**src/rtl/ltsm_sbinit_ctrl.sv**
```systemverilog
// -----------------------------------------------------------------------------
// ltsm_sbinit_ctrl
//
// SBINIT sub-state controller of the link training state machine. While the
// LTSM holds start_i high it sends the sideband clock pattern until the partner's
// pattern is detected. It then exchanges the out-of-reset message and performs
// the SBINIT done request/response handshake. Completion is reported on done_o
// and an expired cycle budget on timeout_o. Dropping start_i returns to IDLE
// from any state.
//
// Ports
//   clk_100MHz          sideband clock
//   reset               asynchronous, active-high reset
//   start_i             level, high while the LTSM is in SBINIT
//   pattern_detected_i  pulse from the SB RX clock-pattern detector
//   rx_msg_valid_i      strobe, a decoded SB message is on rx_msg_code_i
//   rx_msg_code_i       codex of the received message
//   tx_msg_ready_i      SB encoder accepts the offered message this cycle
//   pattern_tx_en_o     SB TX sends the clock pattern while high
//   tx_msg_valid_o      tx message request, held until accepted
//   tx_msg_code_o       codex of the tx message, 8'h00 while not valid
//   done_o              level, SBINIT complete
//   timeout_o           level, SBINIT failed
// -----------------------------------------------------------------------------
module ltsm_sbinit_ctrl #(
  parameter int unsigned TIMEOUT_CYCLES   = 800000,
  parameter logic [7:0]  MSG_OUT_OF_RESET = 8'h01,
  parameter logic [7:0]  MSG_DONE_REQ     = 8'h02,
  parameter logic [7:0]  MSG_DONE_RESP    = 8'h03
) (
  input  logic       clk_100MHz,
  input  logic       reset,
  input  logic       start_i,
  input  logic       pattern_detected_i,
  input  logic       rx_msg_valid_i,
  input  logic [7:0] rx_msg_code_i,
  input  logic       tx_msg_ready_i,
  output logic       pattern_tx_en_o,
  output logic       tx_msg_valid_o,
  output logic [7:0] tx_msg_code_o,
  output logic       done_o,
  output logic       timeout_o
);

  typedef enum logic [2:0] {
    IDLE,
    PATTERN,
    OOR_TX,
    OOR_WAIT,
    DONE_TX,
    DONE_WAIT,
    COMPLETE,
    TIMEOUT
  } sbinitState_t;

  // Counter value on which the budget is exhausted.
  localparam logic [19:0] TIMEOUT_LAST = 20'(TIMEOUT_CYCLES - 1);

  sbinitState_t state, stateNext;
  logic         rxOor, rxOorNext;
  logic         rxReq, rxReqNext;
  logic         rxResp, rxRespNext;
  logic         respSent, respSentNext;
  logic [19:0]  cycleCount, cycleCountNext;
  logic         respOffer;
  logic         respAccept;

  // The done response is offered only in DONE_WAIT, once the partner's request
  // has been seen, and only once.
  assign respOffer  = (state == DONE_WAIT) && rxReq && !respSent;
  assign respAccept = respOffer && tx_msg_ready_i;

  // NOTE: the reset branch is asynchronous, so reset forces IDLE and therefore
  // all-zero outputs immediately, without waiting for a clock edge.
  always_ff @(posedge clk_100MHz or posedge reset) begin
    if (reset) begin
      state      <= IDLE;
      rxOor      <= 1'b0;
      rxReq      <= 1'b0;
      rxResp     <= 1'b0;
      respSent   <= 1'b0;
      cycleCount <= '0;
    end else begin
      // NOTE: non-blocking assignments make every register update from the
      // values present before the edge, independent of statement order.
      state      <= stateNext;
      rxOor      <= rxOorNext;
      rxReq      <= rxReqNext;
      rxResp     <= rxRespNext;
      respSent   <= respSentNext;
      cycleCount <= cycleCountNext;
    end
  end

  always_comb begin
    // NOTE: every variable gets a hold/default value first so no path through
    // the block leaves one unassigned, which would infer a latch.
    stateNext      = state;
    rxOorNext      = rxOor;
    rxReqNext      = rxReq;
    rxRespNext     = rxResp;
    respSentNext   = respSent;
    cycleCountNext = cycleCount;

    if (!start_i) begin
      // Leaving SBINIT: any pending request is abandoned and ready is ignored.
      stateNext      = IDLE;
      rxOorNext      = 1'b0;
      rxReqNext      = 1'b0;
      rxRespNext     = 1'b0;
      respSentNext   = 1'b0;
      cycleCountNext = '0;
    end else begin
      // Sticky receive flags. They are registered, so a message arriving on a
      // transition edge is acted on one cycle later but never dropped.
      if (state != IDLE && rx_msg_valid_i) begin
        if (rx_msg_code_i == MSG_OUT_OF_RESET) rxOorNext  = 1'b1;
        if (rx_msg_code_i == MSG_DONE_REQ)     rxReqNext  = 1'b1;
        if (rx_msg_code_i == MSG_DONE_RESP)    rxRespNext = 1'b1;
      end

      case (state)
        IDLE: begin
          rxOorNext      = 1'b0;
          rxReqNext      = 1'b0;
          rxRespNext     = 1'b0;
          respSentNext   = 1'b0;
          cycleCountNext = '0;
          stateNext      = PATTERN;
        end
        PATTERN:   if (pattern_detected_i) stateNext = OOR_TX;
        OOR_TX:    if (tx_msg_ready_i)     stateNext = OOR_WAIT;
        OOR_WAIT:  if (rxOor)              stateNext = DONE_TX;
        DONE_TX:   if (tx_msg_ready_i)     stateNext = DONE_WAIT;
        DONE_WAIT: begin
          if (respAccept) respSentNext = 1'b1;
          // Completing on the accepting edge itself saves one cycle.
          if (rxResp && (respSent || respAccept)) stateNext = COMPLETE;
        end
        COMPLETE:  stateNext = COMPLETE;
        TIMEOUT:   stateNext = TIMEOUT;
        default:   stateNext = IDLE;
      endcase

      // The budget runs in every active state; it overrides the case above.
      if (state inside {PATTERN, OOR_TX, OOR_WAIT, DONE_TX, DONE_WAIT}) begin
        cycleCountNext = cycleCount + 20'd1;
        if (cycleCountNext == TIMEOUT_LAST) stateNext = TIMEOUT;
      end
    end
  end

  // Outputs decode only registered state and flags, never a raw input, so they
  // change only right after a clock edge.
  assign pattern_tx_en_o = (state == PATTERN);
  assign done_o          = (state == COMPLETE);
  assign timeout_o       = (state == TIMEOUT);
  assign tx_msg_valid_o  = (state == OOR_TX) || (state == DONE_TX) || respOffer;

  always_comb begin
    tx_msg_code_o = 8'h00;
    if (state == OOR_TX)  tx_msg_code_o = MSG_OUT_OF_RESET;
    if (state == DONE_TX) tx_msg_code_o = MSG_DONE_REQ;
    if (respOffer)        tx_msg_code_o = MSG_DONE_RESP;
  end

endmodule

```
**config.mk**
```make
export PLATFORM = sky130hd
export DESIGN_NAME = ltsm_sbinit_ctrl
export DESIGN_NICKNAME = d
export VERILOG_FILES = /design/src/rtl/ltsm_sbinit_ctrl.sv
export SDC_FILE = /design/constraint.sdc
export NUM_CORES = 1
export LEC_CHECK = 0
export CAP_MARGIN = 20
export CORE_ASPECT_RATIO = 1.75
export CORE_MARGIN = 5
export CORE_UTILIZATION = 54
export DETAILED_ROUTE_END_ITERATION = 10
export PLACE_DENSITY = 0.9
export SYNTH_ARGS = -nofsm -noshare
export SYNTH_HDL_FRONTEND = slang
export SYNTH_SLANG_ARGS = --single-unit
```
**constraint.sdc**
```tcl
create_clock -name clk_100MHz -period 3.2 [get_ports clk_100MHz]
set_input_delay 0.8 -clock clk_100MHz [delete_from_list [all_inputs] [get_ports clk_100MHz]]
set_output_delay 0.8 -clock clk_100MHz [all_outputs]
set_load 0.01 [all_outputs]
```
# After elaboration in Yosys (flattened, before gate mapping)
# Cells that the tools add are included.
# totals
regBits,27
out_inout_bits,12
elab_cells,71
in_bits,14
# op_classes
reduce_logical,16
eq_ne,18
n_mux,30
n_addsub,1
# op_table
operator,n
2-to-1 mux 20 bit,3
2-to-1 mux 3 bit,8
case mux 3 bit (8 select lines),1
"adder 20 x 1 -> 20 bit, second input constant",1
"== test 20 bit, second input constant",1
"!= test 3 x 1 -> 1 bit, second input constant",6
"== test 8 x 2 -> 1 bit, second input constant",2
2-to-1 mux 8 bit,2
2-to-1 mux 1 bit,15
"== test 3 bit, second input constant",4
"== test 8 x 1 -> 1 bit, second input constant",1
AND reduction 2 bit,4
"== test 3 x 2 -> 1 bit, second input constant",2
logical AND 1 bit,5
nonzero test 5 bit,1
"== test 3 x 1 -> 1 bit, second input constant",1
zero test 3 bit,1
logical OR 1 bit,3
"!= test 3 bit, second input constant",1
nonzero test 3 bit,1
case mux 1 bit (2 select lines),1
zero test 1 bit,1

# Depth between registers and ports, before layout
# Gate-level depths: netlist (run 1).
# logic_depth
ltp_word,11
ltp_mapped,8
ltp_nobuf,8

# Worst setup path after synthesis (run 1)
# OpenSTA, ideal clock, no wires.
# synth_timing
kind,register to register
start,register cycleCount[0]
end,register state[1]
setup_time_ps,74
arrival_time_ps,2363
synth_period_minus_slack_ps,2437
t_required_ps,3126
path_stages_with_launch,8
path_buffers,0
path_slack_ps,763
cell_sequence,dfrtp_1 ha_1 nand3_2 or3_1 mux2_4 a2111o_1 or4b_4 o21ai_2
# synth_via
elab_chain_len,5
# synth_lines
item,line,text
from (decl),64,"logic [19:0] cycleCount, cycleCountNext;"
from (signal assigned),91,cycleCount <= cycleCountNext;
adder 20 x 1 -> 20 bit,147,cycleCountNext = cycleCount + 20'd1;
== test 20 bit,148,if (cycleCountNext == TIMEOUT_LAST) stateNext = TIMEOUT;
2-to-1 mux 3 bit,148,
2-to-1 mux 3 bit,146,"if (state inside {PATTERN, OOR_TX, OOR_WAIT, DONE_TX, DONE_WAIT}) begin"
2-to-1 mux 3 bit,105,if (!start_i) begin
named net stateNext[1],59,"sbinitState_t state, stateNext;"
to (signal assigned),86,state <= stateNext;
to (decl),59,
# The timed path passes the listed nets, and every way through them passes these cells.
# A chain may end at the register's enable or synchronous reset.

# Worst setup path in the final report (run 1)
# layout_timing
start,register state[0]
end,output port tx_msg_code_o[0]
# layout_via
elab_chain_len,4
word_cells_on_any_way,8
classes_between,eq/ne: 3; mux: 3; reduce/logical: 2
# layout_lines
item,line,text
== test 3 x 2 -> 1 bit / == test 3 bit (equally long branches),"162, 70",
2-to-1 mux 1 bit / logical AND 1 bit (equally long branches),"162, 70",
2-to-1 mux 8 bit / logical AND 1 bit (equally long branches),"163, 70",
2-to-1 mux 8 bit *,164,if (respOffer) tx_msg_code_o = MSG_DONE_RESP;
to (decl),40,"output logic [7:0] tx_msg_code_o,"
# Mark *: on every way between the ends. The rest lies on a longest branch, timed or not.

==> qor.txt, run 1 <==
ys flop type -> dfrtp_1
CP max FO -> 14
Synth Area per Inst -> 8.36 um^2
synthesized flop and latch total -> 27
post-layout min period -> 2.67 ns
root buf cell -> clkbuf_8
CTS buffer count -> 3
number of global-route vias before repair -> 1598
Cell variety after synth -> 45
Leak -> 0.803 nW
H-tree depth -> 1
# IOs -> 26
post-DP HPWL -> 2890 um
IO buf count -> 19
CP max stage cell -> dfrtp_1
M2 GR Usage -> 0.367
Post-CTS Setup Bufs -> 0
relative max-transition margin -> 0.468
Initial Util -> 0.556
via count -> 1593
Die H -> 85.3 um
Hold Path Class -> reg -> reg
Ant. Diodes -> 0
DP Cell Count -> 261
area delta synth->final -> 12.4%
met3 usage -> 0.0193
maxcap violations -> 0
Final #Nets -> 239
total grt overflow -> 0
Worst IR Drop VDD -> 0.250 mV
Slew @ Worst Pin -> 0.791 ns
GRT Util Overall -> 0.195
DR DRC count -> 0
GRT busiest layer -> met2
Final Hold Viols -> 0
GR met1 Demand/Resource -> 0.205
status -> complete, no violations
ys async rst share -> 1.00
largest net degree at the start of global routing -> 28
Routed Wire Length -> 3920 um
row count -> 27
Clk Latency, worst-skew pair -> 0.28 ns
Syn. warnings -> 0
Cell Pwr Density -> 357 mW/mm^2
initial DRC count -> 45
Top delay family on crit path -> flip-flops
RSZ-0062 raised after global routing -> false
CTS tree -> done
number of synthesized flops with an enable pin -> 0
non-filler cells, final -> 265
Final ANT Viol Nets -> 0
critical path endpoint category -> output port
Worst Hold Depth -> 1
startpoint types -> register
final period utilization -> 0.833
full die area -> 0.00452 mm^2
initial antenna violation count -> 0
critical path, cell by cell -> nand2_1 > nor2_1 > a32o_1 > clkdlybuf4s50_1
DIE WIDTH -> 53.0 um
arrival time at the worst endpoint -> 1.87 ns
DRT Pass-1 Iters -> 4
post-synthesis cell area -> 0.00175 mm^2
Final setup viols -> 0
overall power -> 701 uW
count of buffer and inverter cells on the critical path -> 1
highest-count cells in the layout ignoring fill and taps -> o21ai_0 (27), dfrtp_1 (27), nand2_1 (22), clkdlybuf4s50_1 (19), nor2_1 (16)
PostCTS Resize Cnt -> 0
clock buffer depth -> 2
Core Area -> 0.00314 mm^2
Via density -> 6.01
clk sinks -> 27
Fmax -> 375 MHz
max-slew violation count -> 0
Wirelength per Cell -> 14.8 um
Layout Utilization -> 0.625
clock slew at reported path FFs -> 0.09 ns
worst endpoint required time -> 2.40 ns
CP Class -> reg -> out
first-pass GRT wire length -> 6800 um
share of layout cells above drive strength 1 -> 0.0676
final setup TNS -> 0 ns
Mapped Cells -> 209
Final Skew -> 0.00670 ns
Worst path depth -> 4
path depth of the worst reg2reg path -> 7
CTS hold repair buffers -> 0
sequential area share after synthesis -> 0.387
CP max stage delay -> 0.57 ns
RePlAce Congestion -> 0.774
[per-stage QoR]
step	instance area [um^2]	hold WS, ns	worst slack, ns
CTS	1960	0.524	0.514
global placement	1920	0.508	0.491
floorplan	1770	0.451	0.763
detailed placement	1920	0.510	0.460
finish	1960	0.519	0.534
global route	1960	0.545	0.382
[sequential cells by signal (all words and copies together) (netlist names)]
register,count
cycleCount,20
respSent,1
rxOor,1
rxReq,1
rxResp,1
state,3
[logic make-up (layout without fill, tap and decap cells)]
kind of cell | after synthesis | count (layout) | synth area share
other cells | 1 | 6 | 0.00215
simple gates | 79 | 79 | 0.235
mux | 2 | 2 | 0.0150
xor+xnor | 8 | 8 | 0.0401
flops | 27 | 27 | 0.387
fa+ha+maj | 3 | 3 | 0.0200
buf+inv | 27 | 35 | 0.0866
compound gates | 62 | 62 | 0.215
[cells in the mapped netlist (2+ instances only)]
cell type | count | area [um^2]
nand3_1 | 9 | 45.0
xor2_1 | 3 | 26.3
dfrtp_1 | 27 | 676
o21a_1 | 3 | 22.5
o31ai_1 | 6 | 45.0
xnor2_1 | 5 | 43.8
nand2_1 | 22 | 82.6
o21ai_0 | 27 | 135
ha_1 | 2 | 25.0
nor4_1 | 3 | 18.8
clkbuf_1 | 10 | 37.5
nor2_1 | 16 | 60.1
and3_1 | 4 | 25.0
nand2b_1 | 4 | 25.0
nand4_1 | 4 | 25.0
a31oi_1 | 7 | 43.8
buf_4 | 6 | 45.0
a21oi_1 | 9 | 45.0
nor3b_1 | 2 | 15.0
inv_1 | 9 | 33.8
nor3_1 | 4 | 20.0
or3_1 | 3 | 18.8
a21o_1 | 2 | 15.0
[final timing paths]
path | from | slack (ns) | to
min in group asynchronous | reset | 0.88 | state[1]
max | state[0] | 0.53 | tx_msg_code_o[0]
min reg2reg | cycleCount[14] | 0.52 | cycleCount[14]
max in group asynchronous | reset | 2.06 | cycleCount[1]
min | cycleCount[14] | 0.52 | cycleCount[14]
max reg2reg | cycleCount[0] | 0.57 | state[2]
[per-layer routing]
layer,up-vias,wire [um],share of wire
met5,-,0,0
met4,0,86,0.022
met3,9,169,0.043
met2,48,2200,0.56
met1,780,1470,0.37
li1,756,-,-
[layout make-up]
| class | instances | area, um^2 |
|---|---|---|
| clock buffer | 3 | 41.3 |
| clock inverter | 1 | 7.51 |
| tap | 43 | 53.8 |
| fill | 271 | 1180 |
| multi-input combinational | 160 | 940 |
| sequential | 27 | 676 |
| timing repair buffer | 22 | 213 |
| inverter | 9 | 33.8 |
[power breakdown]
part | internal [mW] | switching, mW | leakage, nW | total, mW
logic | 0.0618 | 0.0697 | 0.407 | 0.131
clock network | 0.0885 | 0.108 | 0.0217 | 0.197
registers | 0.349 | 0.0232 | 0.374 | 0.373
Note: power is estimated with default switching activity, not from simulation.
==> run 2, diff against run 1 <==
==> constraint.sdc (replaced) <==
create_clock -name clk_100MHz -period 2.7 [get_ports clk_100MHz]
set_input_delay 0.675 -clock clk_100MHz [delete_from_list [all_inputs] [get_ports clk_100MHz]]
set_output_delay 0.675 -clock clk_100MHz [all_outputs]
set_load 0.01 [all_outputs]
==> run 2 against run 1 <==
  * Via count decreased by 0.31%
  * Clock power increased by 21%
  * Clock-buffer cell count unchanged
  * First-iteration DRC count increased by 51%
  * Sequential share of layout area decreased by 0.77 points
  * Core utilization increased by 1.6 points
  * Worst setup slack got worse by 0.40 ns
  * Register-to-register slack got worse by 0.43 ns
  * Die area unchanged
  * Combinational power increased by 39%
==> qor.txt, run 2 (synthesized netlist as in run 1, its figures left out) <==
worst hold slack -> 0.518 ns (-0.00102 ns)
total grt overflow -> 0 (unchanged)
Cell Pwr Density -> 423 mW/mm^2 (+19%)
GRT Util Overall -> 0.199 (+0.00343)
clock slew at reported path FFs -> 0.10 ns (about the same)
CTS tree -> done
clock buffer depth -> 2 (unchanged)
Largest Register -> cycleCount
Wirelength per Cell -> 14.8 um (about the same)
Initial Util -> 0.556 (unchanged)
Final #Nets -> 245 (+2.5%)
RePlAce Congestion -> 0.840 (+8.5%)
initial DRC count -> 68 (+51%)
status -> complete, no violations
root buf cell -> clkbuf_8
area delta synth->final -> 15.2%
row count -> 27 (unchanged)
number of global-route vias before repair -> 1622 (+1.5%)
share of layout cells above drive strength 1 -> 0.101 (+0.0333)
highest-count cells in the layout ignoring fill and taps -> o21ai_0 (27), dfrtp_1 (26), nand2_1 (22), clkdlybuf4s50_1 (19), nor2_1 (16)
Via density -> 5.86 (-2.5%)
hold path start -> cycleCount[14]
commonest non-fill, non-tap cell in the layout -> o21ai_0
CP Class -> reg -> reg
Post-CTS Setup Bufs -> 0 (unchanged)
IO buf count -> 19 (unchanged)
FF/Latch Area -> 677 um^2 (+0.19%)
Reg2Reg Capture Point -> state[1]
RSZ-0062 raised after global routing -> false
reg2reg start -> cycleCount[1]
Hold Path Class -> reg -> reg
final setup TNS -> 0 ns (unchanged)
Worst Hold Depth -> 1 (unchanged)
# IOs -> 26 (unchanged)
CP max FO -> 6 (-8)
Clk Latency, worst-skew pair -> 0.28 ns (about the same)
Leak -> 0.828 nW (+3.2%)
final period utilization -> 0.949
DIE WIDTH -> 53.0 um (unchanged)
initial antenna violation count -> 0 (unchanged)
path depth of the worst reg2reg path -> 7 (unchanged)
area of the multi-input gates -> 942 um^2 (+0.27%)
fillcell total -> 278 (+2.6%)
CTS hold repair buffers -> 0 (unchanged)
full die area -> 0.00452 mm^2 (unchanged)
Ant. Diodes -> 0 (unchanged)
post-DP HPWL -> 3090 um (+6.9%)
Final Skew -> 0.00579 ns (-0.000903 ns)
arrival time at the worst endpoint -> 2.77 ns (+0.90 ns)
DRT Pass-1 Iters -> 4 (unchanged)
max FFs per register -> 20 (unchanged)
worst endpoint required time -> 2.91 ns (+0.51 ns)
hold path endpoint -> cycleCount[14]
Die H -> 85.3 um (unchanged)
Fmax -> 390 MHz
CTS buffer count -> 3 (unchanged)
biggest regs -> cycleCount (20), state (3)
Final Hold Viols -> 0 (unchanged)
post-layout min period -> 2.56 ns
Reg2Reg Setup Slack -> 0.14 ns (-0.43 ns)
Routed Wire Length -> 4010 um (+2.3%)
first-pass GRT wire length -> 6900 um (+1.4%)
clk sinks -> 27 (unchanged)
Final ANT Viol Nets -> 0 (unchanged)
critical path endpoint category -> register
largest net degree at the start of global routing -> 28 (unchanged)
DR DRC count -> 0 (unchanged)
H-tree depth -> 1 (unchanged)
maxcap violations -> 0 (unchanged)
via count -> 1588 (-0.31%)
max-slew violation count -> 0 (unchanged)
Worst IR Drop VDD -> 0.398 mV (+59%)
startpoint types -> register
Core Area -> 0.00314 mm^2 (unchanged)
Final setup viols -> 0 (unchanged)
==> run 2: cell types whose count changed in the layout (fill, tap and decap cells not counted) <==
cell / previous run / this run
dfrtp_1: 27 / 26
buf_4: 3 / 9
ha_2: 0 / 1
ha_1: 2 / 1
dfrtp_2: 0 / 1
==> run 2: area by class of cell <==
class,instances,share of cell area
Sequential cell,27,0.336
Inverter,9,0.0168
Clock inverter,1,0.00373
Multi-Input combinational cell,160,0.468
Timing Repair Buffer,28,0.128
Clock buffer,3,0.0205
Tap cell,43,0.0267
==> run 2: worst max path at each step <==
| stage | from | end | slack [ns] | cells past startpoint |
|---|---|---|---|---|
| 2_1_floorplan | cycleCount[0] | state[1] | 0.26 | 7 |
| 3_3_place_gp | cycleCount[0] | state[1] | 0.21 | 7 |
| 3_5_place_dp | cycleCount[1] | state[1] | 0.14 | 7 |
| 4_1_cts | cycleCount[1] | state[1] | 0.12 | 7 |
| 5_1_grt | cycleCount[1] | state[1] | 0.02 | 7 |
| 6_report | cycleCount[1] | state[1] | 0.14 | 7 |
==> run 2: what timing repair did <==
item                       CTS  global route
resized for setup            0             2
hold endpoints to repair     0             0
setup endpoints to repair    0             4
==> run 2: per-stage QoR <==
step | cell area (um^2) | power [mW] | worst slack, ns | instances | utilization
detailed placement | 1960 | 0.621 | 0.138 | 267 | 0.624
global route | 2010 | 0.894 | 0.0221 | 271 | 0.641
global placement | 1960 | 0.616 | 0.211 | 267 | 0.624
floorplan | 1770 | 0.549 | 0.263 | 214 | -
finish | 2010 | 0.852 | 0.139 | 271 | 0.641
CTS | 2010 | 0.853 | 0.119 | 271 | 0.640
==> run 2: power breakdown <==
| group | switching [mW] | internal, mW |
|---|---|---|
| Combinational | 0.0975 | 0.0849 |
| Sequential | 0.0168 | 0.415 |
| Clock | 0.133 | 0.105 |
| Total | 0.248 | 0.604 |
==> run 2: critical path: stages, from the launching register on <==
cell and delay [ns]:
dfrtp_1 0.43, ha_2 0.25, nand3_2 0.13, or3_1 0.42, mux2_4 0.31, a2111o_1 0.36
or4b_4 0.53, o21ai_2 0.07
==> run 2: layer usage <==
| layer | vias up | track usage | share of wire |
|---|---|---|---|
| li1 | 774 | - | - |
| met1 | 771 | 0.201 | 0.38 |
| met2 | 34 | 0.390 | 0.57 |
| met3 | 9 | 0.0193 | 0.030 |
| met4 | 0 | 0.0721 | 0.022 |
| met5 | - | 0 | 0 |
==> run 3, diff against run 2 <==
--- a/config.mk
+++ b/config.mk
@@ -9,6 +9,7 @@
 export CORE_ASPECT_RATIO = 1.75
 export CORE_MARGIN = 5
 export CORE_UTILIZATION = 54
+export CTS_CLUSTER_DIAMETER = 200
 export DETAILED_ROUTE_END_ITERATION = 10
 export PLACE_DENSITY = 0.9
 export SYNTH_ARGS = -nofsm -noshare
==> results of run 3 <==
The final DEF is identical to that of run 2; final timing and power are the same.
